**src/rtl/time_set_ctrl_pkg.sv**
```systemverilog
// Shared types, BCD limits and BCD step helpers for the time/alarm set front end.
package time_set_ctrl_pkg;

   typedef enum logic [1:0] {
      IDLE   = 2'd0,
      EDIT_H = 2'd1,
      EDIT_M = 2'd2,
      COMMIT = 2'd3
   } state_t;

   localparam int unsigned HOURS_MAX   = 23;
   localparam int unsigned MINUTES_MAX = 59;

   localparam logic [1:0] H_TENS_MAX  = 2'(HOURS_MAX / 10);
   localparam logic [3:0] H_UNITS_MAX = 4'(HOURS_MAX % 10);
   localparam logic [3:0] M_TENS_MAX  = 4'(MINUTES_MAX / 10);

   localparam logic FIELD_HOURS   = 1'b0;
   localparam logic FIELD_MINUTES = 1'b1;

   // Hours pair +1 in BCD, wrapping 23 -> 00; result is {tens, units}.
   function automatic logic [5:0] bcd_inc_hours(input logic [1:0] tens,
                                                input logic [3:0] units);
      logic [5:0] r;
      if (tens == H_TENS_MAX && units == H_UNITS_MAX)
         r = '0;
      else if (units == 4'd9)
         r = {tens + 2'd1, 4'd0};
      else
         r = {tens, units + 4'd1};
      return r;
   endfunction

   // Minutes pair +1 in BCD, wrapping 59 -> 00; result is {tens, units}.
   function automatic logic [7:0] bcd_inc_minutes(input logic [3:0] tens,
                                                  input logic [3:0] units);
      logic [7:0] r;
      if (units == 4'd9) begin
         if (tens == M_TENS_MAX)
            r = '0;
         else
            r = {tens + 4'd1, 4'd0};
      end else begin
         r = {tens, units + 4'd1};
      end
      return r;
   endfunction

endpackage

```
**src/rtl/time_set_ctrl_debounce.sv**
```systemverilog
// One raw button: 2-FF synchronizer, stable-sample debouncer, press pulse on 0->1.
module btn_debounce #(
   parameter int unsigned DEB_CYCLES = 3
) (
   input  logic clk,
   input  logic reset,
   input  logic btn,
   output logic press
);

   localparam int unsigned CW = (DEB_CYCLES > 1) ? $clog2(DEB_CYCLES) : 1;

   logic [1:0]    sync;
   logic          level;
   logic [CW-1:0] cnt;

   // Bring the asynchronous button into the clock domain.
   always_ff @(posedge clk or negedge reset) begin
      if (!reset)
         sync <= '0;
      else
         sync <= {sync[0], btn};
   end

   // Flip the debounced level after DEB_CYCLES consecutive differing samples;
   // the press pulse coincides with the cycle the level becomes 1.
   always_ff @(posedge clk or negedge reset) begin
      if (!reset) begin
         level <= 1'b0;
         cnt   <= '0;
         press <= 1'b0;
      end else begin
         press <= 1'b0;
         if (sync[1] == level) begin
            cnt <= '0;
         end else if (cnt == CW'(DEB_CYCLES - 1)) begin
            level <= sync[1];
            cnt   <= '0;
            press <= sync[1];
         end else begin
            cnt <= cnt + CW'(1);
         end
      end
   end

endmodule

```
**src/rtl/time_set_ctrl.sv**
```systemverilog
// Button-driven editor for the clock core's BCD time/alarm load interface.
module time_set_ctrl
   import time_set_ctrl_pkg::*;
#(
   parameter int unsigned DEB_CYCLES = 3,
   parameter int unsigned LD_CYCLES  = 2,
   parameter int unsigned TIMEOUT    = 600
) (
   input  logic       clk,
   input  logic       reset,
   input  logic       btn_mode,
   input  logic       btn_inc,
   input  logic       btn_ok,
   input  logic       sel_alarm,
   output logic [1:0] H_in1,
   output logic [3:0] H_in0,
   output logic [3:0] M_in1,
   output logic [3:0] M_in0,
   output logic       LD_time,
   output logic       LD_alarm,
   output logic       edit_active,
   output logic       field
);

   localparam int unsigned TW = $clog2(TIMEOUT);
   localparam int unsigned LW = (LD_CYCLES > 1) ? $clog2(LD_CYCLES) : 1;

   logic mode_p, inc_p, ok_p;

   state_t        state, state_n;
   logic [1:0]    h1_n;
   logic [3:0]    h0_n, m1_n, m0_n;
   logic [TW-1:0] to_cnt, to_cnt_n;
   logic [LW-1:0] ld_cnt, ld_cnt_n;
   logic          ld_time_n, ld_alarm_n;
   logic [5:0]    hours_inc;
   logic [7:0]    minutes_inc;

   btn_debounce #(.DEB_CYCLES(DEB_CYCLES)) u_deb_mode (
      .clk(clk), .reset(reset), .btn(btn_mode), .press(mode_p));
   btn_debounce #(.DEB_CYCLES(DEB_CYCLES)) u_deb_inc (
      .clk(clk), .reset(reset), .btn(btn_inc), .press(inc_p));
   btn_debounce #(.DEB_CYCLES(DEB_CYCLES)) u_deb_ok (
      .clk(clk), .reset(reset), .btn(btn_ok), .press(ok_p));

   // Register state, edit values, counters and the load strobes.
   always_ff @(posedge clk or negedge reset) begin
      if (!reset) begin
         state    <= IDLE;
         H_in1    <= '0;
         H_in0    <= '0;
         M_in1    <= '0;
         M_in0    <= '0;
         to_cnt   <= '0;
         ld_cnt   <= '0;
         LD_time  <= 1'b0;
         LD_alarm <= 1'b0;
      end else begin
         state    <= state_n;
         H_in1    <= h1_n;
         H_in0    <= h0_n;
         M_in1    <= m1_n;
         M_in0    <= m0_n;
         to_cnt   <= to_cnt_n;
         ld_cnt   <= ld_cnt_n;
         LD_time  <= ld_time_n;
         LD_alarm <= ld_alarm_n;
      end
   end

   // Next state with ok > mode > inc priority, inactivity timeout and strobe length.
   always_comb begin
      state_n     = state;
      h1_n        = H_in1;
      h0_n        = H_in0;
      m1_n        = M_in1;
      m0_n        = M_in0;
      to_cnt_n    = '0;
      ld_cnt_n    = ld_cnt;
      ld_time_n   = LD_time;
      ld_alarm_n  = LD_alarm;
      hours_inc   = bcd_inc_hours(H_in1, H_in0);
      minutes_inc = bcd_inc_minutes(M_in1, M_in0);
      case (state)
         IDLE: begin
            ld_time_n  = 1'b0;
            ld_alarm_n = 1'b0;
            if (mode_p)
               state_n = EDIT_H;
         end
         EDIT_H, EDIT_M: begin
            if (ok_p) begin
               state_n    = COMMIT;
               ld_cnt_n   = '0;
               ld_time_n  = !sel_alarm;
               ld_alarm_n = sel_alarm;
            end else if (mode_p) begin
               state_n = (state == EDIT_H) ? EDIT_M : EDIT_H;
            end else if (inc_p) begin
               if (state == EDIT_H)
                  {h1_n, h0_n} = hours_inc;
               else
                  {m1_n, m0_n} = minutes_inc;
            end else if (to_cnt == TW'(TIMEOUT - 1)) begin
               state_n = IDLE;
            end else begin
               to_cnt_n = to_cnt + TW'(1);
            end
         end
         COMMIT: begin
            if (ld_cnt == LW'(LD_CYCLES - 1)) begin
               state_n    = IDLE;
               ld_time_n  = 1'b0;
               ld_alarm_n = 1'b0;
            end else begin
               ld_cnt_n = ld_cnt + LW'(1);
            end
         end
         default: state_n = IDLE;
      endcase
   end

   assign edit_active = (state == EDIT_H) || (state == EDIT_M);
   assign field       = (state == EDIT_M) ? FIELD_MINUTES : FIELD_HOURS;

endmodule

```
**config.mk**
```make
export PLATFORM = sky130hd
export DESIGN_NAME = time_set_ctrl
export DESIGN_NICKNAME = d
export VERILOG_FILES = /design/src/rtl/time_set_ctrl_pkg.sv /design/src/rtl/time_set_ctrl_debounce.sv /design/src/rtl/time_set_ctrl.sv
export SDC_FILE = /design/constraint.sdc
export NUM_CORES = 1
export LEC_CHECK = 0
export BUFFER_PORTS_ARGS = -buffer_cell sky130_fd_sc_hd__buf_2
export CAP_MARGIN = 20
export CORE_ASPECT_RATIO = 1.5
export CORE_MARGIN = 2
export CORE_UTILIZATION = 52
export CTS_CLUSTER_SIZE = 25
export DETAILED_ROUTE_END_ITERATION = 6
export PLACE_DENSITY = 0.75
export SYNTH_ARGS = -nofsm -noshare
export SYNTH_HDL_FRONTEND = slang
export SYNTH_SLANG_ARGS = --single-unit
```
**constraint.sdc**
```tcl
create_clock -name clk -period 1.7 [get_ports clk]
set_input_delay 0.17 -clock clk [delete_from_list [all_inputs] [get_ports clk]]
set_output_delay 0.17 -clock clk [all_outputs]
set_load 0.01 [all_outputs]
```
Word level (Yosys, flattened, before mapping)
Cells that the tools add are included.
{"block": "word_totals", "regBits": 47, "input_bits": 6, "output_inout_bits": 18, "wordCells": 111}
{"block": "op_classes", "n_addsub": 9, "n_eq_ne": 20, "n_mux": 38, "n_bitwise": 6, "n_reduce_logical": 17}
{"operator": "$mux W10", "count": 5}
{"operator": "$mux W2", "count": 13}
{"operator": "$add A4 B1 Y4 const B", "count": 3}
{"operator": "$eq A2 B2 Y1 const B", "count": 6}
{"operator": "$mux W1", "count": 12}
{"operator": "$mux W6", "count": 2}
{"operator": "$reduce_and A6 Y1", "count": 2}
{"operator": "$add A10 B1 Y10 const B", "count": 1}
{"operator": "$eq A10 B10 Y1 const B", "count": 1}
{"operator": "$reduce_and A2 Y1", "count": 5}
{"operator": "$reduce_and A5 Y1", "count": 2}
{"operator": "$add A2 B1 Y2 const B", "count": 4}
{"operator": "$eq A4 B4 Y1 const B", "count": 2}
{"operator": "$mux W8", "count": 1}
{"operator": "$not A1 Y1", "count": 6}
{"operator": "$pmux W1 S3", "count": 2}
{"operator": "$pmux W2 S3", "count": 1}
{"operator": "$eq A4 B2 Y1 const B", "count": 1}
{"operator": "$eq A4 B3 Y1 const B", "count": 1}
{"operator": "$mux W4", "count": 1}
{"operator": "$ne A2 B1 Y1 const B", "count": 2}
{"operator": "$ne A4 B2 Y1 const B", "count": 1}
{"operator": "$ne A4 B3 Y1 const B", "count": 1}
{"operator": "$reduce_and A4 Y1", "count": 1}
{"operator": "other kinds (11)", "count": 14}

Longest topological paths before layout
Gate-level depths: netlist (run 1).
{"block": "depth", "depth_word": 6, "mapped_depth": 8}

Modules after synthesis
From an unflattened synthesis (run 1), not the netlist that was laid out.
{"block": "unflattened", "cells_unflattened": 193, "area_unflattened_um2": 2222.1}
{"module": "time_set_ctrl", "n_inst": 1, "cells_each": 157, "area_each_um2": 1599.0, "seq_area_each_um2": 725.7}
{"module": "btn_debounce", "n_inst": 3, "cells_each": 12, "area_each_um2": 207.7, "seq_area_each_um2": 150.1}

Worst setup path before layout (run 1)
No wires, ideal clock.
{"block": "synth_timing", "kind": "register to register", "from": "register state[0]", "to": "register M_in1[1]", "setup_ns": 0.125, "t_arrival_ns": 1.688, "path_slack_ns": -0.113, "path_stages_with_launch": 7, "n_path_buf": 1, "cell_sequence": "dfrtp_1 inv_1 ha_1 clkbuf_8 nand3b_1 nor4_4 mux2_2"}
{"block": "synth_via", "elab_chain_len": 3, "word_cells_on_any_way": 5, "classes_between": "eq/ne (2); bitwise (1); reduce/logical (2)"}
{"element": "start, declared", "line": "time_set_ctrl.sv:30", "text": "state_t state, state_n;"}
{"element": "start signal, assigned", "line": "time_set_ctrl.sv:59", "text": "state <= state_n;"}
{"element": "$eq A2 B1 Y1 / $eq A2 B2 Y1 (equally long branches)", "line": "time_set_ctrl.sv:84, time_set_ctrl.sv:100"}
{"element": "$reduce_or A2 Y1 / $not A1 Y1 (equally long branches)"}
{"element": "$reduce_and A6 Y1 (no source line) *"}
{"element": "end signal, assigned", "line": "time_set_ctrl.sv:62", "text": "M_in1 <= m1_n;"}
{"element": "end, declared", "line": "time_set_ctrl.sv:17", "text": "output logic [3:0] M_in1,"}
Every way passes the cells marked *; elsewhere a longest branch is shown, timed or not.
A chain may end at the register's enable or synchronous reset.

Worst setup path after layout (run 1)
{"block": "layout_timing", "from": "register state[0]", "to": "register M_in1[2]"}
The elaborated chain is that of the path after synthesis.

==> reports/metrics.cfg, run 1 <==
[status]
outcome = completed

[placement]
placed_cell_area_mm2 = 0.002391
place_congestion = 0.8323
dp_hpwl_um = 2530
portBuffers = 23

[grt]
antenna_found_initial = 0
overflow = 0
grtUsageMet3 = 0.04984
grt_pass1_wl_um = 6258
grt_use_total = 0.1707
grt_max_degree = 48
met1_usage = 0.1927
grt_pass1_vias = 1473
busiest_layer = met2
use_met2 = 0.2939

[power]
intPower_mw = 2.053
power_density_mw_per_mm2 = 1186
clkPwrFrac = 0.214
p_switching_uw = 994.9
p_leak_nw = 1.217
swShare = 0.3265
combPwrFrac = 0.290
p_seq_frac = 0.496
peakVddDrop_mv = 1.001

[worst_hold_path]
hp-class = primary input to register
whs_path_depth = 4

[die]
io_pins = 24
rows = 28
core_area_mm2 = 0.003959
die_w_um = 56.65
die_area_mm2 = 0.004700
initial_core_util = 0.5461
die_height_um = 82.97

[yosys]
synth_nets = 204
synth_cell_types = 41
syn_area_per_cell_um2 = 11.26
syn_inst = 192
synthTopCellsByCount = 47 x dfrtp_1, 18 x nor2_1, 12 x inv_1, 12 x nand2_1, 10 x xnor2_1
ys.flop_type = dfrtp_1
syn_area_mm2 = 0.002162
yosysTopAreaCellShare = 0.5440
synth.most_common_cell = dfrtp_1
synth_edf_count = 0
ys_ff_latch = 47
synth_top_cell_by_area = dfrtp_1
yosysWarnings = 0
ys_seq_area_frac = 0.5440
synthTopCellsByArea = dfrtp_1 54%, xnor2_1 4.1%, ha_1 3.5%
synthArstFlopShare = 1.000

[timing]
max_freq_ghz = 0.5929
final.setup_skew_ns = 0.003646
worst_pin_slew_ns = 0.5699
finalSetupViolations = 0
fin_crit_sh = 0.9921
slew_headroom = 0.6201
maxSlewViolCount = 0
period_minus_slack_ns = 1.687
finalHoldViolCount = 0
rsz0062_at_grt = yes

[flow_run]
cap_violations = 0

[cts]
cts_max_level = 2
clk_pin_slew_worst_paths_ns = 0.08
clock_tree.root_cell = clkbuf_8
cts_tree = built
cts_made_buffers = 5
clock_latency_ns = 0.30
cts.sinks = 47
cts_buffer_depth = 2

[route]
vias = 1508
ant_nets = 0
drt-total-wl_um = 3585
wire_per_inst_um = 12.67
vias_per_cell = 5.329
drt_pre_antenna_iters = 4
first_iter_violations = 50
route.detailed.drc = 0

[layout]
drive_gt1_frac = 0.2689
areaGrowthSynthToFinish_pct = 18.81
nets = 249
finalInstanceArea_mm2 = 0.002569
final_core_util = 0.6489
num_antenna_cells = 0
multi_input_area_um2 = 933.4
n_fill_cell = 308
register_area_mm2 = 0.001177

[critical_path]
critPathKind = register to register
cp-end-kind = register
critPathLaunchType = register
crit_fanout = 4
r2r_cells = 6
worst_ep_required_time_ns = 1.89
critPathArrivalTime_ns = 1.88

[per-layer routing]
metal  part of all wire  up-vias  wire (µm)
met3              0.044        5        159
met2               0.52       23       1870
met4              0.019        0         68
li1                   -      746          -
met5                  0        -          0
met1               0.41      734       1487
[registers in the layout, indices dropped and copies added, names as in the netlist, 2 cells and up]
register	count
u_deb_mode.sync	2
u_deb_ok.sync	2
M_in1	4
u_deb_inc.cnt	2
state	2
M_in0	4
u_deb_mode.cnt	2
H_in0	4
to_cnt	10
u_deb_inc.sync	2
u_deb_ok.cnt	2
H_in1	2
[power groups by stage]
stage / combinational, mW / sequential (mW) / clock, mW
after floorplan: 0.609 / 1.52 / 0
after global placement: 0.809 / 1.52 / 0
after detailed placement: 0.828 / 1.54 / 0
after CTS: 0.843 / 1.51 / 0.676
after global routing: 1.00 / 1.55 / 0.721
final: 0.885 / 1.51 / 0.651
[worst paths after layout]
path	start	end	slack [ns]
setup reg to reg	state[0]	M_in1[2]	0.01
hold reg to reg	u_deb_ok.sync[0]	u_deb_ok.sync[1]	0.35
setup / recovery	state[0]	M_in1[2]	0.01
max in group asynchronous	reset	u_deb_mode.press	0.81
hold / removal	sel_alarm	LD_alarm	0.28
min in group asynchronous	reset	H_in0[2]	0.47
[cell type report]
class,count,share of cell area
clock inverter,3,0.007793
tap,45,0.02192
sequential,47,0.4584
timing repair buffer,42,0.1042
inverter,12,0.01754
clock buffer,5,0.02679
multi-input combinational,129,0.3634
[cells in the final DEF, fill, tap and decap left out, drive strengths merged, types with 4 or more instances in the layout]
cell type | netlist | layout
dfrtp | 47 | 47
buf | 3 | 38
nor2 | 18 | 18
nand2 | 12 | 12
inv | 12 | 12
xnor2 | 10 | 10
o21ai | 9 | 9
nor2b | 8 | 8
nor3 | 7 | 7
xor2 | 6 | 6
a21oi | 6 | 6
mux2 | 6 | 6
ha | 6 | 6
nand3 | 5 | 5
clkbuf | 1 | 5
nor3b | 4 | 4
and3b | 4 | 4
dlygate4sd3 | 0 | 4
[per-stage QoR]
step / hold slack (ns) / total power, mW / instances / setup TNS (ns) / worst slack (ns)
2_1_floorplan: -0.1256 / 2.125 / 192 / -0.1190 / -0.06062
3_3_place_gp: 0.2783 / 2.332 / 267 / 0 / 0.02635
3_5_place_dp: 0.2797 / 2.366 / 267 / -0.08243 / -0.03033
4_1_cts: 0.2746 / 3.033 / 281 / 0 / 0.01138
5_1_grt: 0.3128 / 3.272 / 283 / -0.3362 / -0.07404
6_report: 0.2847 / 3.047 / 283 / 0 / 0.01345
[kinds of logic after synthesis]
kind of cell / share of synthesized area
compound gates: 0.06598
xor+xnor: 0.06481
fa+ha+maj: 0.03472
buf+inv: 0.03992
flops: 0.5440
mux: 0.04514
simple gates: 0.2054
[worst max-delay path, stage by stage, from the launching register on]
cell      delay (ns)
dfrtp_1         0.42
inv_2           0.07
ha_4            0.28
nand3b_1        0.13
nor4_4          0.33
o21ai_1         0.13
a22o_1          0.22
[timing repair]
action,CTS,global route
resized for setup,1,5
hold endpoints to repair,50,0
setup buffers,2,2
setup endpoints to repair,6,16
pin swaps,1,0
hold buffers,4,0
No activity file was read; power rests on OpenSTA's default activity.
==> inputs of run 2 (changes only) <==
--- a/config.mk
+++ b/config.mk
@@ -13,6 +13,8 @@
 export CTS_CLUSTER_SIZE = 25
 export DETAILED_ROUTE_END_ITERATION = 6
 export PLACE_DENSITY = 0.75
+export SETUP_SLACK_MARGIN = 0.2
+export SKIP_LAST_GASP = 1
 export SYNTH_ARGS = -nofsm -noshare
 export SYNTH_HDL_FRONTEND = slang
 export SYNTH_SLANG_ARGS = --single-unit
==> run 2 against run 1 <==
Net effect: combinational power grew 30%; critical path depth is the same; via count grew 5.0%; die area is the same; sequential power is essentially flat; hold slack gained 0.016 ns; non-clock buffer count grew 8; clock power grew 3%; sequential share of layout area shrank 3.7 points; first-iteration DRC count shrank 20%.
==> reports/metrics.cfg, run 2 (synthesized netlist as in run 1, its figures left out) <==
[critical_path]
r2r-start = state[0]  ; unchanged
r2r_cells = 6  ; unchanged
cp-end-kind = register  ; unchanged
critPathArrivalTime_ns = 1.87  ; was 1.88 ns
crit_fanout = 4  ; unchanged
critPathLaunchType = register  ; unchanged
timing.rr.end = M_in1[2]  ; unchanged
worst_ep_required_time_ns = 1.89  ; about the same
critPathKind = register to register  ; unchanged
reg2reg_slack_ns = 0.02  ; was 0.01 ns

[die]
core_area_mm2 = 0.003959  ; unchanged
die_height_um = 82.97  ; unchanged
die_area_mm2 = 0.004700  ; unchanged
die_w_um = 56.65  ; unchanged
rows = 28  ; unchanged
io_pins = 24  ; unchanged
initial_core_util = 0.5461  ; unchanged

[layout]
nets = 258  ; was 249
register_area_mm2 = 0.001177  ; unchanged
final_core_util = 0.7061  ; was 0.6489
final_cell_mix = 46 x dfrtp_1, 22 x buf_2, 21 x buf_4  ; was 46 x dfrtp_1, 23 x buf_2, 18 x nor2_1, 15 x buf_4, 12 x nand2_1
n_fill_cell = 289  ; was 308
regMostFlops = to_cnt  ; unchanged
multi_input_area_mm2 = 0.001075  ; was 933.4 µm²
areaGrowthSynthToFinish_pct = 29.28  ; was 18.81%
largest_reg_flops = 10  ; unchanged
layout_commonest_cell = dfrtp_1  ; unchanged
drive_gt1_frac = 0.4008  ; was 0.2689
num_antenna_cells = 0  ; unchanged

[timing]
whs_ns = 0.3004  ; was 0.2847 ns
fin_crit_sh = 0.9860  ; was 0.9921
max_freq_ghz = 0.5966  ; was 0.5929 GHz
rsz0062_at_grt = yes  ; unchanged
worst_pin_slew_ns = 0.4517  ; was 0.5699 ns
final.setup_skew_ns = 0.002349  ; was 0.003646 ns
period_minus_slack_ns = 1.676  ; was 1.687 ns
finalHoldViolCount = 0  ; unchanged
slew_headroom = 0.6989  ; was 0.6201
finalSetupViolations = 0  ; unchanged
maxSlewViolCount = 0  ; unchanged

[worst_hold_path]
hp-class = primary input to register  ; unchanged
whs_path_depth = 4  ; unchanged
hold_start = sel_alarm  ; unchanged
whs_endpoint = LD_alarm  ; unchanged

[route]
drt-total-wl_um = 4061  ; was 3585 µm
wire_per_inst_um = 13.91  ; was 12.67 µm
ant_nets = 0  ; unchanged
first_iter_violations = 40  ; was 50
vias_per_cell = 5.421  ; was 5.329
drt_pre_antenna_iters = 4  ; unchanged
route.detailed.drc = 0  ; unchanged
vias = 1583  ; was 1508

[placement]
portBuffers = 23  ; unchanged
place_congestion = 0.8387  ; was 0.8323
dp_hpwl_um = 2576  ; was 2530 µm

[cts]
cts_made_buffers = 5  ; unchanged
clk_pin_slew_worst_paths_ns = 0.09  ; was 0.08 ns
clock_latency_ns = 0.30  ; about the same
cts_buffer_depth = 2  ; unchanged
clock_tree.root_cell = clkbuf_8  ; unchanged
cts_tree = built  ; unchanged
cts_max_level = 2  ; unchanged
cts.sinks = 47  ; unchanged

[power]
p_leak_nw = 1.335  ; was 1.217 nW
power_density_mw_per_mm2 = 1201  ; was 1186 mW/mm²
peakVddDrop_mv = 0.9375  ; was 1.001 mV

[grt]
grt_pass1_wl_um = 6658  ; was 6258 µm
grt_use_total = 0.1805  ; was 0.1707
overflow = 0  ; unchanged
antenna_found_initial = 0  ; unchanged
grt_max_degree = 30  ; was 48
grt_pass1_vias = 1613  ; was 1473

[status]
outcome = completed  ; unchanged

[flow_run]
cap_violations = 0  ; unchanged

-- run 2: critical path, stage by stage, from the launching register on --
cell,delay [ns]
dfrtp_2,0.42
inv_2,0.06
ha_4,0.28
nand3b_1,0.13
nor4_4,0.33
o21ai_1,0.12
a22o_1,0.22
-- run 2: per-layer routing --
metal / routed length, µm / track usage
met5: 0 / 0
met4: 82 / 0.09307
met3: 128 / 0.05607
met2: 2170 / 0.3013
met1: 1679 / 0.2025
-- run 2: cell type report --
type	count	area share
clock buffer	5	0.02462
sequential	47	0.4212
timing repair buffer	50	0.1253
tap	45	0.02014
clock inverter	3	0.008057
multi-input combinational	130	0.3845
inverter	12	0.01611
-- run 2: how the worst max path moves through the flow --
stage	start	to	slack, ns
floorplan	state[0]	M_in1[1]	-0.06
global placement	state[0]	M_in1[1]	0.03
detailed placement	state[1]	M_in1[2]	-0.02
CTS	state[0]	M_in1[2]	0.03
global route	state[0]	M_in1[2]	-0.03
finish	state[0]	M_in1[2]	0.02
-- run 2: per-stage QoR --
step	instance area (µm²)	power, mW	setup slack [ns]	TNS (ns)	cells
2_1_floorplan	2192	2.156	-0.06062	-0.1266	192
3_3_place_gp	2411	2.321	0.02840	0	267
3_5_place_dp	2411	2.355	-0.01681	-0.02942	267
4_1_cts	2676	3.184	0.02992	0	288
5_1_grt	2795	3.587	-0.03223	-0.1123	292
6_report	2795	3.357	0.02383	0	292
-- run 2: what timing repair did --
item,CTS,global route
gates cloned,0,1
hold buffers,4,0
resized for setup,19,25
pin swaps,5,11
buffers inserted,9,3
hold endpoints to repair,21,0
setup endpoints to repair,24,26
-- run 2: power breakdown --
part | total [mW] | switching, mW | internal [mW] | leakage [nW]
logic | 1.15 | 0.548 | 0.604 | 0.664
clock network | 0.669 | 0.372 | 0.297 | 0.0489
registers | 1.54 | 0.216 | 1.32 | 0.622
total | 3.36 | 1.14 | 2.22 | 1.34
